--- config.mk ---
export PLATFORM = sky130hd
export DESIGN_NAME = mem_preload_sequencer
export DESIGN_NICKNAME = d
export VERILOG_FILES = /design/src/rtl/mem_preload_sequencer.sv
export SDC_FILE = /design/constraint.sdc
export NUM_CORES = 1
export LEC_CHECK = 0
export BUFFER_PORTS_ARGS = -buffer_cell sky130_fd_sc_hd__buf_4
export CAP_MARGIN = 20
export CORE_MARGIN = 2
export CORE_UTILIZATION = 59
export DETAILED_ROUTE_END_ITERATION = 10
export PLACE_DENSITY = 0.87
export SYNTH_ARGS = -nofsm -noshare
export SYNTH_HDL_FRONTEND = slang
export SYNTH_SLANG_ARGS = --single-unit
--- constraint.sdc ---
create_clock -name clock -period 4.2 [get_ports clock]
set_clock_uncertainty 0.1 [all_clocks]
set_input_delay 0.63 -clock clock [delete_from_list [all_inputs] [get_ports clock]]
set_output_delay 0.63 -clock clock [all_outputs]
set_load 0.005 [all_outputs]
--- src/rtl/mem_preload_sequencer.sv ---
// Preload/run/dump sequencer driving the HLS main top through slave channel 0.
// Loads a byte stream, pulses start, times the run, then streams results out.
module mem_preload_sequencer #(
  parameter int ADDR_W     = 7,
  parameter int DATA_W     = 8,
  parameter int SIZE_W     = 4,
  parameter int MAX_CYCLES = 200000000
) (
  input  logic                clock,
  input  logic                reset,
  input  logic                cfg_valid,
  output logic                cfg_ready,
  input  logic [ADDR_W-1:0]   cfg_base_addr,
  input  logic [15:0]         cfg_load_len,
  input  logic [15:0]         cfg_dump_len,
  input  logic                in_valid,
  input  logic [7:0]          in_data,
  output logic                in_ready,
  output logic [1:0]          S_oe_ram,
  output logic [1:0]          S_we_ram,
  output logic [2*ADDR_W-1:0] S_addr_ram,
  output logic [2*DATA_W-1:0] S_Wdata_ram,
  output logic [2*SIZE_W-1:0] S_data_ram_size,
  input  logic [2*DATA_W-1:0] Sout_Rdata_ram,
  input  logic [1:0]          Sout_DataRdy,
  output logic                start_port,
  input  logic                done_port,
  output logic                out_valid,
  output logic [7:0]          out_data,
  input  logic                out_ready,
  output logic                busy,
  output logic [31:0]         cycle_count,
  output logic                timeout
);

  typedef enum logic [2:0] {
    S_IDLE, S_LOAD, S_START, S_RUN,
    S_RD_REQ, S_RD_WAIT, S_RD_OUT, S_FIN
  } state_t;

  localparam logic [31:0] LP_MAX = 32'(MAX_CYCLES);

  state_t              r_state;
  state_t              w_next;
  logic [ADDR_W-1:0]   r_base;
  logic [15:0]         r_load_len;
  logic [15:0]         r_dump_len;
  logic [15:0]         r_idx;
  logic [31:0]         r_cycle_count;
  logic                r_timeout;
  logic [7:0]          r_out_data;

  logic [ADDR_W-1:0]   w_addr;
  logic [31:0]         w_cnt_nxt;
  logic                w_last_load;
  logic                w_last_dump;
  logic                w_we;
  logic                w_oe;
  logic                w_acc;
  logic [DATA_W-1:0]   w_wdata;
  logic                w_unused;

  assign w_addr      = r_base + r_idx[ADDR_W-1:0];
  assign w_cnt_nxt   = r_cycle_count + 32'd1;
  assign w_last_load = (r_idx == r_load_len - 16'd1);
  assign w_last_dump = (r_idx == r_dump_len - 16'd1);

  always_ff @(posedge clock) begin
    if (reset) r_state <= S_IDLE;
    else       r_state <= w_next;
  end

  always_comb begin
    w_next     = r_state;
    cfg_ready  = 1'b0;
    in_ready   = 1'b0;
    w_we       = 1'b0;
    w_oe       = 1'b0;
    start_port = 1'b0;
    out_valid  = 1'b0;
    busy       = 1'b1;
    unique case (r_state)
      S_IDLE: begin
        cfg_ready = 1'b1;
        busy      = 1'b0;
        if (cfg_valid)
          w_next = (cfg_load_len == 16'd0) ? S_START : S_LOAD;
      end
      S_LOAD: begin
        in_ready = 1'b1;
        if (in_valid) begin
          w_we = 1'b1;
          if (w_last_load) w_next = S_START;
        end
      end
      S_START: begin
        start_port = 1'b1;
        w_next     = done_port ? S_RD_REQ : S_RUN;
      end
      S_RUN: begin
        if (done_port)              w_next = S_RD_REQ;
        else if (w_cnt_nxt >= LP_MAX) w_next = S_FIN;
      end
      S_RD_REQ: begin
        if (r_dump_len == 16'd0) begin
          w_next = S_FIN;
        end else begin
          w_oe   = 1'b1;
          w_next = S_RD_WAIT;
        end
      end
      S_RD_WAIT: begin
        if (Sout_DataRdy[0]) w_next = S_RD_OUT;
      end
      S_RD_OUT: begin
        out_valid = 1'b1;
        if (out_ready) w_next = w_last_dump ? S_FIN : S_RD_REQ;
      end
      S_FIN:   w_next = S_IDLE;
      default: w_next = S_IDLE;
    endcase
  end

  always_ff @(posedge clock) begin
    if (reset) begin
      r_base        <= '0;
      r_load_len    <= '0;
      r_dump_len    <= '0;
      r_idx         <= '0;
      r_cycle_count <= '0;
      r_timeout     <= 1'b0;
      r_out_data    <= '0;
    end else begin
      unique case (r_state)
        S_IDLE: begin
          if (cfg_valid) begin
            r_base        <= cfg_base_addr;
            r_load_len    <= cfg_load_len;
            r_dump_len    <= cfg_dump_len;
            r_idx         <= '0;
            r_cycle_count <= '0;
            r_timeout     <= 1'b0;
          end
        end
        S_LOAD: begin
          // Index restarts at zero so the dump reads back from the base.
          if (in_valid) r_idx <= w_last_load ? 16'd0 : r_idx + 16'd1;
        end
        S_START: r_cycle_count <= 32'd1;
        S_RUN: begin
          r_cycle_count <= w_cnt_nxt;
          if (!done_port && w_cnt_nxt >= LP_MAX) r_timeout <= 1'b1;
        end
        S_RD_WAIT: begin
          if (Sout_DataRdy[0]) r_out_data <= Sout_Rdata_ram[7:0];
        end
        S_RD_OUT: begin
          if (out_ready) r_idx <= r_idx + 16'd1;
        end
        default: ;
      endcase
    end
  end

  assign w_acc   = w_we | w_oe;
  assign w_wdata = w_we ? DATA_W'(in_data) : {DATA_W{1'b0}};

  assign S_we_ram        = {1'b0, w_we};
  assign S_oe_ram        = {1'b0, w_oe};
  assign S_addr_ram      = {{ADDR_W{1'b0}},
                            w_acc ? w_addr : {ADDR_W{1'b0}}};
  assign S_Wdata_ram     = {{DATA_W{1'b0}}, w_wdata};
  assign S_data_ram_size = {{SIZE_W{1'b0}},
                            w_acc ? SIZE_W'(8) : {SIZE_W{1'b0}}};

  assign out_data    = r_out_data;
  assign cycle_count = r_cycle_count;
  assign timeout     = r_timeout;

  assign w_unused = ^{Sout_Rdata_ram[2*DATA_W-1:8], Sout_DataRdy[1]};

endmodule
==> impl_results.md, run 1 <==
* Sequential-to-total area share from yosys stat at 30.4%
* Final weighted congestion of routability-driven global placement at 0.942
* Cts bufs inserted at 9
* WL per Instance at 15.4 um
* Max-slew headroom at the worst pin at 28.7%
* Area of the core region at 10800 um^2
* Antenna Cells at 0
* Leading post-synthesis cells by cell area: sky130_fd_sc_hd__dfxtp_1, sky130_fd_sc_hd__nand2_1, sky130_fd_sc_hd__a21oi_1
* Number of antenna violations at the first check in global routing at 0
* Post-layout utilization of the core at 69.7%
* Area of all placed cells without fillers at 7520 um^2
* LEAKAGE at 2.95 nW
* Overall overflow remaining after global route at 0
* Data arrival time of the worst path at 2.94 ns
* Via count of the first global-routing pass at 5703
* Startpoint kind of the worst setup timing path: flop
* Reported net switching power at 1.32 mW
* Clock latency at the later pin of the worst-skew pair at 0.38 ns
* Clock share of power at 20.9%
* Sequential cell area at 1980 um^2
* Net count of the finished layout at 1035
* Classification of the worst setup path: reg -> out
* Post-CTS Hold Buffers at 0
* Starting DRC count in detailed routing at 591
* Measured slew at the worst slew-check pin at 1.07 ns
* Cell area after placement at 7290 um^2
* Overall track demand over capacity in global routing at 29.0%
* Share of the synthesized area in the top cell type at 30.4%
* Power share of the sequential group at 35.6%
* Critical path endpoint category: primary output
* Largest fanout on the critical path at 9
* Floorplan die area at 11900 um^2
* Unrepaired setup endpoints after global routing: false
* Final count of hold timing violations at 0
* Cells after Synth at 872
* CTS tree: built
* Layout area overhead at 15.3%
* Final count of pins violating max slew at 0
* Number of placed I/O pins at 159
* Post-synth EDFFs at 0
* Run status: complete, no violations
* CP required at 3.47 ns
* Number of warnings reported in the yosys synthesis log at 0
* Post-CTS setup buffers at 0
* Final TNS setup at 0 ns
* Final wirelength at 16900 um
* Predominant post-synthesis flop cell: sky130_fd_sc_hd__dfxtp_1
* Number of max-capacitance violations reported at 0
* Multi-input gate area at 4070 um^2
* Root Driver: sky130_fd_sc_hd__clkbuf_8
* DP HPWL at 12100 um
* Total via count after detailed routing at 6569
* Total iterations of the first detailed-routing run at 5
* Cts repair resizes at 0
* Synth area leader: sky130_fd_sc_hd__dfxtp_1
* Sw Share at 39.8%
* Time the final worst path needs with I/O delays and setup at 3.67 ns
* Maximum number of pins on one net before global-route repair at 53
* Vias per std cell at 5.98
* Overall die width at 109 um
* Worst min path class: reg -> reg
* Average footprint of a synthesized cell at 7.48 um^2
* Async set-reset flop share out of synthesis at 0%
* Clk slew on worst S/H paths at 0.09 ns
* Fraction of final layout cells with drive strength greater than 1 at 18.0%
* Std cell rows at 38
* IR Drop Worst-Case VDD at 0.000301 V
* Flop and latch count out of synthesis at 99
* Final period utilization at 87.3%
* Int Power at 2.00 mW
* DRC violation count after routing at 0
* Synthesized area at 6520 um^2
* Logic gate share of total power at 43.5%
* Total power per unit cell area at 443 nW/um^2
* Wire length of the first global-routing pass at 27500 um
* Max Buffers Root-to-Sink at 2
* Synth unique cells at 77
* Buffers added on ports at 125
* Final count of negative-setup-slack endpoints at 0
* Maximum clock frequency at 0.273 GHz
* H-tree Lvls at 3
* Clock sink count at 99
* Worst hold-check slack at 0.358 ns
* Tot Pwr at 3.33 mW
* Number of fill cells at 937
* Initial core utilization at 60.4%
* Height of the die at 109 um
* Number of routed nets with antenna violations at 0
-- final timing paths --
path | depth (start not counted) | endpoint | startpoint | slack [ns]
setup reg to reg | 9 | r_state[0] | cycle_count[0] | 0.88
hold reg to reg | 2 | out_data[5] | out_data[5] | 0.36
hold / removal | 2 | out_data[5] | out_data[5] | 0.36
setup / recovery | 7 | S_addr_ram[6] | r_dump_len[2] | 0.53
-- logic make-up after synthesis --
kind of cell    after synthesis  share of synthesized area [%]
simple gates                389                           29.7
buf+inv                     107                           8.61
xor+xnor                     68                           9.13
fa+ha+maj                    11                           2.22
other cells                   1                         0.0575
mux                           5                          0.825
compound gates              192                           19.1
flops                        99                           30.4
-- placed cells by master (no fill, tap or decap), types with 10 or more instances in the layout --
| cell | instances |
|---|---|
| sky130_fd_sc_hd__a21oi_1 | 83 |
| sky130_fd_sc_hd__a31oi_1 | 10 |
| sky130_fd_sc_hd__and2_1 | 11 |
| sky130_fd_sc_hd__and3_1 | 13 |
| sky130_fd_sc_hd__buf_4 | 131 |
| sky130_fd_sc_hd__clkbuf_8 | 11 |
| sky130_fd_sc_hd__conb_1 | 24 |
| sky130_fd_sc_hd__dfxtp_1 | 99 |
| sky130_fd_sc_hd__ha_1 | 10 |
| sky130_fd_sc_hd__inv_1 | 23 |
| sky130_fd_sc_hd__nand2_1 | 133 |
| sky130_fd_sc_hd__nand3_1 | 39 |
| sky130_fd_sc_hd__nand4_1 | 19 |
| sky130_fd_sc_hd__nor2_1 | 84 |
| sky130_fd_sc_hd__nor3_1 | 21 |
| sky130_fd_sc_hd__nor4_1 | 11 |
| sky130_fd_sc_hd__o21ai_0 | 25 |
| sky130_fd_sc_hd__xnor2_1 | 40 |
| sky130_fd_sc_hd__xor2_1 | 28 |
-- power groups by stage --
stage / sequential [mW] / combinational (mW) / clock, mW
final: 1.19 / 1.45 / 0.697
after global routing: 1.20 / 1.63 / 0.747
after CTS: 1.18 / 1.44 / 0.706
after detailed placement: 1.20 / 1.42 / 0
after global placement: 1.20 / 1.40 / 0
after floorplan: 1.13 / 1.18 / 0
-- per-layer routing --
| layer | wire (um) | GRT usage (%) | share of wire [%] | vias to the layer above |
|---|---|---|---|---|
| met3 | 1750 | 6.93 | 10 | 24 |
| met1 | 7330 | 39.9 | 43 | 3016 |
| met5 | 0 | 0 | 0 | - |
| met2 | 7520 | 43.9 | 44 | 317 |
| met4 | 335 | 11.0 | 2.0 | 0 |
| li1 | - | - | - | 3212 |
-- stage by stage --
step	instances	worst slack, ns
4_1_cts	1098	0.533
6_report	1098	0.534
3_3_place_gp	1082	0.997
5_1_grt	1098	0.279
3_5_place_dp	1082	0.953
2_1_floorplan	895	1.34
-- worst max-delay path: stages (launching register included) --
cell	delay, ns
sky130_fd_sc_hd__dfxtp_1	0.37
sky130_fd_sc_hd__nor3_2	0.46
sky130_fd_sc_hd__nand3_1	0.27
sky130_fd_sc_hd__or4_1	0.62
sky130_fd_sc_hd__and2_1	0.24
sky130_fd_sc_hd__nor2_1	0.35
sky130_fd_sc_hd__nor2_1	0.10
sky130_fd_sc_hd__buf_4	0.15
-- cells in the mapped netlist (all sizes together) (4+ instances only) --
| library cell | count |
|---|---|
| a211oi | 6 |
| a21o | 8 |
| a21oi | 83 |
| a22oi | 5 |
| a311oi | 9 |
| a31oi | 10 |
| a41oi | 8 |
| and2 | 11 |
| and3 | 13 |
| and4 | 8 |
| buf | 39 |
| clkbuf | 45 |
| dfxtp | 99 |
| ha | 10 |
| inv | 23 |
| nand2 | 134 |
| nand3 | 39 |
| nand3b | 6 |
| nand4 | 20 |
| nand4b | 5 |
| nor2 | 84 |
| nor2b | 4 |
| nor3 | 23 |
| nor4 | 14 |
| o21ai | 26 |
| o22ai | 4 |
| o31ai | 5 |
| or3 | 8 |
| or4 | 8 |
| xnor2 | 40 |
| xor2 | 28 |
-- state kept, by name, summed over array words and instances, names as in the netlist --
register / count
cycle_count: 32
out_data: 8
r_base: 7
r_dump_len: 16
r_idx: 16
r_load_len: 16
r_state: 3
timeout: 1
-- cell type report --
cell class / instances / share of cell area (%)
Sequential cell: 99 / 26.4
Timing Repair Buffer: 131 / 13.1
Clock inverter: 4 / 0.965
Clock buffer: 12 / 2.06
Tap cell: 140 / 2.33
Inverter: 23 / 1.15
Multi-Input combinational cell: 689 / 54.1
(Power assumes the default switching activity.)
==> inputs of run 2 (changes only) <==
--- a/config.mk
+++ b/config.mk
@@ -11,6 +11,7 @@
 export CORE_UTILIZATION = 59
 export DETAILED_ROUTE_END_ITERATION = 10
 export PLACE_DENSITY = 0.87
+export RECOVER_POWER = 25
 export SYNTH_ARGS = -nofsm -noshare
 export SYNTH_HDL_FRONTEND = slang
 export SYNTH_SLANG_ARGS = --single-unit
==> run 2 against run 1 <==
  * Flip-flop and latch count unchanged
  * Sequential share of layout area about the same
  * Combinational power about the same
  * Clock power about the same
  * Count of clock-buffer cells in the layout unchanged
  * First-iteration DRC count up 3.4%
  * Routed wire length down 0.13%
  * Global-route usage unchanged
  * Non-clock buffer count unchanged
==> impl_results.md, run 2 (same netlist as run 1, synthesis figures left out) <==
* Max Buffers Root-to-Sink at 2
* Overall die width at 109 um
* Largest fanout on the critical path at 9
* Cells on Worst Hold Path at 2
* Startpoint kind of the worst setup timing path: flop
* Endpoint, Worst Hold: out_data[5]
* Worst reg2reg endpoint: r_state[0]
* Initial core utilization at 60.4%
* Height of the die at 109 um
* Final TNS setup at 0 ns
* Buffers added on ports at 125
* Final wirelength at 16900 um
* Final weighted congestion of routability-driven global placement at 0.942
* Final count of hold timing violations at 0
* Layout area overhead at 15.1%
* Starting DRC count in detailed routing at 611
* Via count of the first global-routing pass at 5703
* Depth of the most critical reg-to-reg path at 9
* Total iterations of the first detailed-routing run at 5
* Maximum clock frequency at 0.272 GHz
* Finished Layout Cells at 1098
* Root Driver: sky130_fd_sc_hd__clkbuf_8
* Final period utilization at 87.5%
* Commonest non-fill, non-tap cell in the layout: sky130_fd_sc_hd__nand2_1
* Std cell rows at 38
* Slowest CP cell: sky130_fd_sc_hd__or4_1
* Tot Pwr at 3.33 mW
* Number of routed nets with antenna violations at 0
* Worst reg-to-reg setup slack at 0.86 ns
* IR Drop Worst-Case VDD at 0.000302 V
* Cts repair resizes at 0
* Total via count after detailed routing at 6614
* Critical path endpoint category: primary output
* Cell count after placement at 1082
* WL per Instance at 15.4 um
* Reg-to-Reg Start: cycle_count[0]
* Clock sink count at 99
* Flip-flop count of the largest register, all copies and words added at 32
* Worst min path class: reg -> reg
* DRC violation count after routing at 0
* Overall track demand over capacity in global routing at 29.0%
* Unrepaired setup endpoints after global routing: false
* Final count of negative-setup-slack endpoints at 0
* Final count of pins violating max slew at 0
* Post-CTS Hold Buffers at 0
* Clk slew on worst S/H paths at 0.09 ns
* Fraction of final layout cells with drive strength greater than 1 at 17.6%
* Wire length of the first global-routing pass at 27500 um
* Number of placed I/O pins at 159
* Max-slew headroom at the worst pin at 26.2%
* Clock latency at the later pin of the worst-skew pair at 0.38 ns
* Measured slew at the worst slew-check pin at 1.10 ns
* Number of fill cells at 939
* CTS tree: built
* Worst min-delay path startpoint: out_data[5]
* Total power per unit cell area at 443 nW/um^2
* Post-CTS setup buffers at 0
* Overall overflow remaining after global route at 0
* H-tree Lvls at 3
* DP HPWL at 12100 um
* CP required at 3.47 ns
* Maximum number of pins on one net before global-route repair at 53
* Post-layout utilization of the core at 69.6%
* Floorplan die area at 11900 um^2
* Time the final worst path needs with I/O delays and setup at 3.68 ns
* LEAKAGE at 2.92 nW
* Biggest cell delay along the critical path at 0.62 ns
* Classification of the worst setup path: reg -> out
* Vias per std cell at 6.02
* Cell family with the largest share of critical-path delay: simple AND/OR/NAND/NOR gates
* Area of the core region at 10800 um^2
* Antenna Cells at 0
* Number of antenna violations at the first check in global routing at 0
* Run status: complete, no violations
* Number of max-capacitance violations reported at 0
* Worst path buffer plus inverter count at 1
* Cts bufs inserted at 9
* Most frequent cells in the layout: sky130_fd_sc_hd__nand2_1, sky130_fd_sc_hd__dfxtp_1, sky130_fd_sc_hd__buf_4
* Data arrival time of the worst path at 2.95 ns
* Net count of the finished layout at 1035
* Library cell appearing most often on the critical path: sky130_fd_sc_hd__nor2_1
* Worst path cell trace: nor3_2 > nand3_1 > or4_1 > and2_1 > nor2_1 > nor2_1 > buf_4
==> run 2: cell types whose count changed in the layout (fill, tap and decap cells not counted), sizes merged <==
cell,previous run,this run
clkbuf,12,51
buf,131,92
==> run 2: routing by layer <==
layer  vias up  part of all wire (%)  GRT usage (%)
li1       3213                     -              -
met1      3035                    43           39.9
met2       328                    44           43.9
met3        38                    10           6.93
met4         0                   2.5           11.0
met5         -                     0              0
==> run 2: worst min-delay path: stages, from the launching register on <==
cell and delay [ns]:
sky130_fd_sc_hd__dfxtp_1 0.32, sky130_fd_sc_hd__nand2_1 0.05, sky130_fd_sc_hd__a21oi_1 0.05
==> run 2: how the worst max path moves through the flow <==
| stage | start | to | cells past startpoint |
|---|---|---|---|
| after global placement | cycle_count[0] | r_state[0] | 9 |
| after CTS | r_dump_len[2] | S_addr_ram[1] | 7 |
| after detailed placement | cycle_count[0] | r_state[1] | 9 |
| final | r_dump_len[2] | S_addr_ram[6] | 7 |
| after global routing | r_dump_len[2] | S_addr_ram[2] | 7 |
| after floorplan | r_dump_len[2] | S_data_ram_size[3] | 7 |
==> run 2: per-stage QoR <==
step                hold WS (ns)  setup slack [ns]  cell area (um^2)
finish                     0.356             0.525              7510
global route               0.371             0.279              7510
CTS                        0.361             0.533              7520
detailed placement         0.348             0.953              7290
global placement           0.343             0.997              7290
floorplan                  0.341              1.34              6610
==> run 2: final cells by class <==
cell class / count / area, um^2 / area share (%)
inverters: 23 / 86.3 / 1.15
clock inverters: 4 / 72.6 / 0.966
clock buffers: 12 / 155 / 2.07
well taps: 140 / 175 / 2.33
repair buffers: 131 / 972 / 12.9
multi-input cells: 689 / 4070 / 54.1
flip-flops and latches: 99 / 1980 / 26.4
==> run 2: power breakdown <==
| part | internal (mW) | switching [mW] | leakage [nW] |
|---|---|---|---|
| clock network | 0.367 | 0.327 | 0.113 |
| registers | 1.03 | 0.154 | 0.803 |
| logic | 0.606 | 0.841 | 2.00 |
==> inputs of run 3 (changes only) <==
--- a/config.mk
+++ b/config.mk
@@ -8,9 +8,9 @@
 export BUFFER_PORTS_ARGS = -buffer_cell sky130_fd_sc_hd__buf_4
 export CAP_MARGIN = 20
 export CORE_MARGIN = 2
-export CORE_UTILIZATION = 59
+export CORE_UTILIZATION = 49
 export DETAILED_ROUTE_END_ITERATION = 10
-export PLACE_DENSITY = 0.87
+export PLACE_DENSITY = 0.77
 export RECOVER_POWER = 25
 export SYNTH_ARGS = -nofsm -noshare
 export SYNTH_HDL_FRONTEND = slang
==> constraint.sdc (replaced) <==
create_clock -name clock -period 3 [get_ports clock]
set_clock_uncertainty 0.1 [all_clocks]
set_input_delay 0.45 -clock clock [delete_from_list [all_inputs] [get_ports clock]]
set_output_delay 0.45 -clock clock [all_outputs]
set_load 0.005 [all_outputs]
==> run 3 against run 2 <==
  * Total power up 57%
  * Via count about the same
  * Critical path type unchanged
  * Count of clock-buffer cells in the layout down 2
  * Critical path depth unchanged
  * Utilization down 8.9 points
  * Combinational power up 56%
  * Non-clock buffer count up 37
==> impl_results.md, run 3 (same netlist as run 1, synthesis figures left out) <==
* Max-slew headroom at the worst pin at 28.8%
* Cell count after placement at 1152
* Overall track demand over capacity in global routing at 24.8%
* Starting DRC count in detailed routing at 505
* Worst min path class: in -> reg
* CP required at 2.45 ns
* Final wirelength at 18100 um
* Std cell rows at 42
* Post-CTS Hold Buffers at 0
* Biggest cell delay along the critical path at 0.54 ns
* Clock latency at the later pin of the worst-skew pair at 0.36 ns
* Overall overflow remaining after global route at 0
* Cell family with the largest share of critical-path delay: simple AND/OR/NAND/NOR gates
* Time the final worst path needs with I/O delays and setup at 2.95 ns
* DRC violation count after routing at 0
* Number of max-capacitance violations reported at 0
* Worst path cell trace: or4_4 > or4_4 > and2_4 > nor2_1 > buf_4 > nor2_1 > buf_4
* Most frequent cells in the layout: sky130_fd_sc_hd__nand2_1, sky130_fd_sc_hd__buf_4, sky130_fd_sc_hd__dfxtp_1
* Classification of the worst setup path: reg -> out
* Overall die width at 119 um
* Total iterations of the first detailed-routing run at 5
* Floorplan die area at 14300 um^2
* DP HPWL at 12800 um
* Commonest non-fill, non-tap cell in the layout: sky130_fd_sc_hd__nand2_1
* Slowest CP cell: sky130_fd_sc_hd__or4_4
* Maximum number of pins on one net before global-route repair at 44
* H-tree Lvls at 3
* Max Buffers Root-to-Sink at 2
* Number of routed nets with antenna violations at 0
* Height of the die at 119 um
* Maximum clock frequency at 0.339 GHz
* WL per Instance at 15.5 um
* Number of fill cells at 1252
* Worst path buffer plus inverter count at 2
* CTS tree: built
* Via count of the first global-routing pass at 5898
* Critical path endpoint category: primary output
* Buffers added on ports at 125
* Total power per unit cell area at 653 nW/um^2
* Finished Layout Cells at 1171
* Data arrival time of the worst path at 2.40 ns
* Final count of hold timing violations at 0
* Measured slew at the worst slew-check pin at 1.06 ns
* Vias per std cell at 5.65
* Final weighted congestion of routability-driven global placement at 0.928
* Startpoint kind of the worst setup timing path: flop
* Final count of pins violating max slew at 0
* Run status: complete, no violations
* Clock sink count at 99
* Total via count after detailed routing at 6620
* Area of the core region at 13100 um^2
* Root Driver: sky130_fd_sc_hd__clkbuf_16
* Layout area overhead at 22.2%
* Antenna Cells at 0
* Largest fanout on the critical path at 8
* Fraction of final layout cells with drive strength greater than 1 at 21.6%
* Final count of negative-setup-slack endpoints at 0
* Clk slew on worst S/H paths at 0.08 ns
* Net count of the finished layout at 1072
* Wire length of the first global-routing pass at 28800 um
* IR Drop Worst-Case VDD at 0.000377 V
* Flip-flop count of the largest register, all copies and words added at 32
* Number of placed I/O pins at 159
* LEAKAGE at 3.13 nW
* Final period utilization at 98.2%
* Tot Pwr at 5.21 mW
* Number of antenna violations at the first check in global routing at 0
* Cts bufs inserted at 9
* Initial core utilization at 49.7%
run 3: cell count changes in the layout (fill, tap and decap cells not counted), moves of 3 or more:
cell                        previous run  this run
sky130_fd_sc_hd__buf_4                92       131
sky130_fd_sc_hd__clkbuf_1              4        11
sky130_fd_sc_hd__clkbuf_16             0         9
sky130_fd_sc_hd__clkbuf_4             36        26
sky130_fd_sc_hd__clkbuf_8             11         1
sky130_fd_sc_hd__dfxtp_1              99        93
sky130_fd_sc_hd__dfxtp_2               0         5
sky130_fd_sc_hd__inv_6                 0         3
run 3: worst register-to-register path, stage by stage, from the launching register on:
cell and delay, ns:
sky130_fd_sc_hd__dfxtp_1 0.37, sky130_fd_sc_hd__nor4_1 0.34, sky130_fd_sc_hd__buf_4 0.25, sky130_fd_sc_hd__nand4b_1 0.24, sky130_fd_sc_hd__nor4b_2 0.34, sky130_fd_sc_hd__a211oi_1 0.09, sky130_fd_sc_hd__o22a_1 0.25, sky130_fd_sc_hd__o31a_1 0.35
sky130_fd_sc_hd__o21ai_2 0.14, sky130_fd_sc_hd__buf_4 0.21, sky130_fd_sc_hd__nor2_1 0.07
run 3: repair_timing:
item / in CTS / in global routing
setup endpoints to repair: 8 / 26
buffers inserted: 0 / 3
pin swaps: 0 / 5
gates resized for setup: 2 / 17
run 3: layout make-up:
| class | instances | area, um^2 | share of cell area, % |
|---|---|---|---|
| inverter | 23 | 86.3 | 1.08 |
| clock buffer | 10 | 239 | 3.00 |
| clock inverter | 6 | 93.8 | 1.18 |
| sequential | 99 | 1990 | 25.0 |
| timing repair buffer | 168 | 1220 | 15.3 |
| tap | 176 | 220 | 2.76 |
| multi-input combinational | 689 | 4120 | 51.7 |
run 3: where the power goes:
part           switching (mW)  internal [mW]  total (mW)
Combinational            1.28          0.977        2.26
Clock                   0.552          0.763        1.32
Sequential              0.187           1.45        1.63
Total                    2.02           3.19        5.21
run 3: final timing paths:
kind	depth (start not counted)	end	startpoint	slack, ns
worst max-delay path	7	S_addr_ram[5]	r_dump_len[8]	0.05
worst min-delay path	3	out_data[6]	Sout_Rdata_ram[6]	0.23
worst max register to register	10	r_idx[10]	r_load_len[2]	0.16
worst min register to register	2	out_data[6]	out_data[6]	0.35
run 3: per-layer routing:
| layer | track usage, % | wire [um] | part of all wire [%] | vias to the layer above |
|---|---|---|---|---|
| met5 | 0 | 0 | 0 | - |
| met4 | 8.01 | 278 | 1.5 | 0 |
| met3 | 5.36 | 1310 | 7.2 | 22 |
| met2 | 40.0 | 8340 | 46 | 254 |
| met1 | 33.2 | 8170 | 45 | 3075 |
| li1 | - | - | - | 3269 |
run 3: through the flow:
step | hold WS (ns) | area (um^2) | utilization [%] | setup TNS [ns] | worst slack, ns
floorplan | 0.341 | 6610 | - | 0 | 0.160
global placement | 0.342 | 7590 | 57.8 | 0 | 0.157
detailed placement | 0.347 | 7590 | 57.8 | 0 | 0.129
CTS | 0.222 | 7930 | 60.4 | 0 | 0.00185
global route | 0.232 | 7970 | 60.7 | -0.0408 | -0.0206
finish | 0.227 | 7970 | 60.7 | 0 | 0.0529
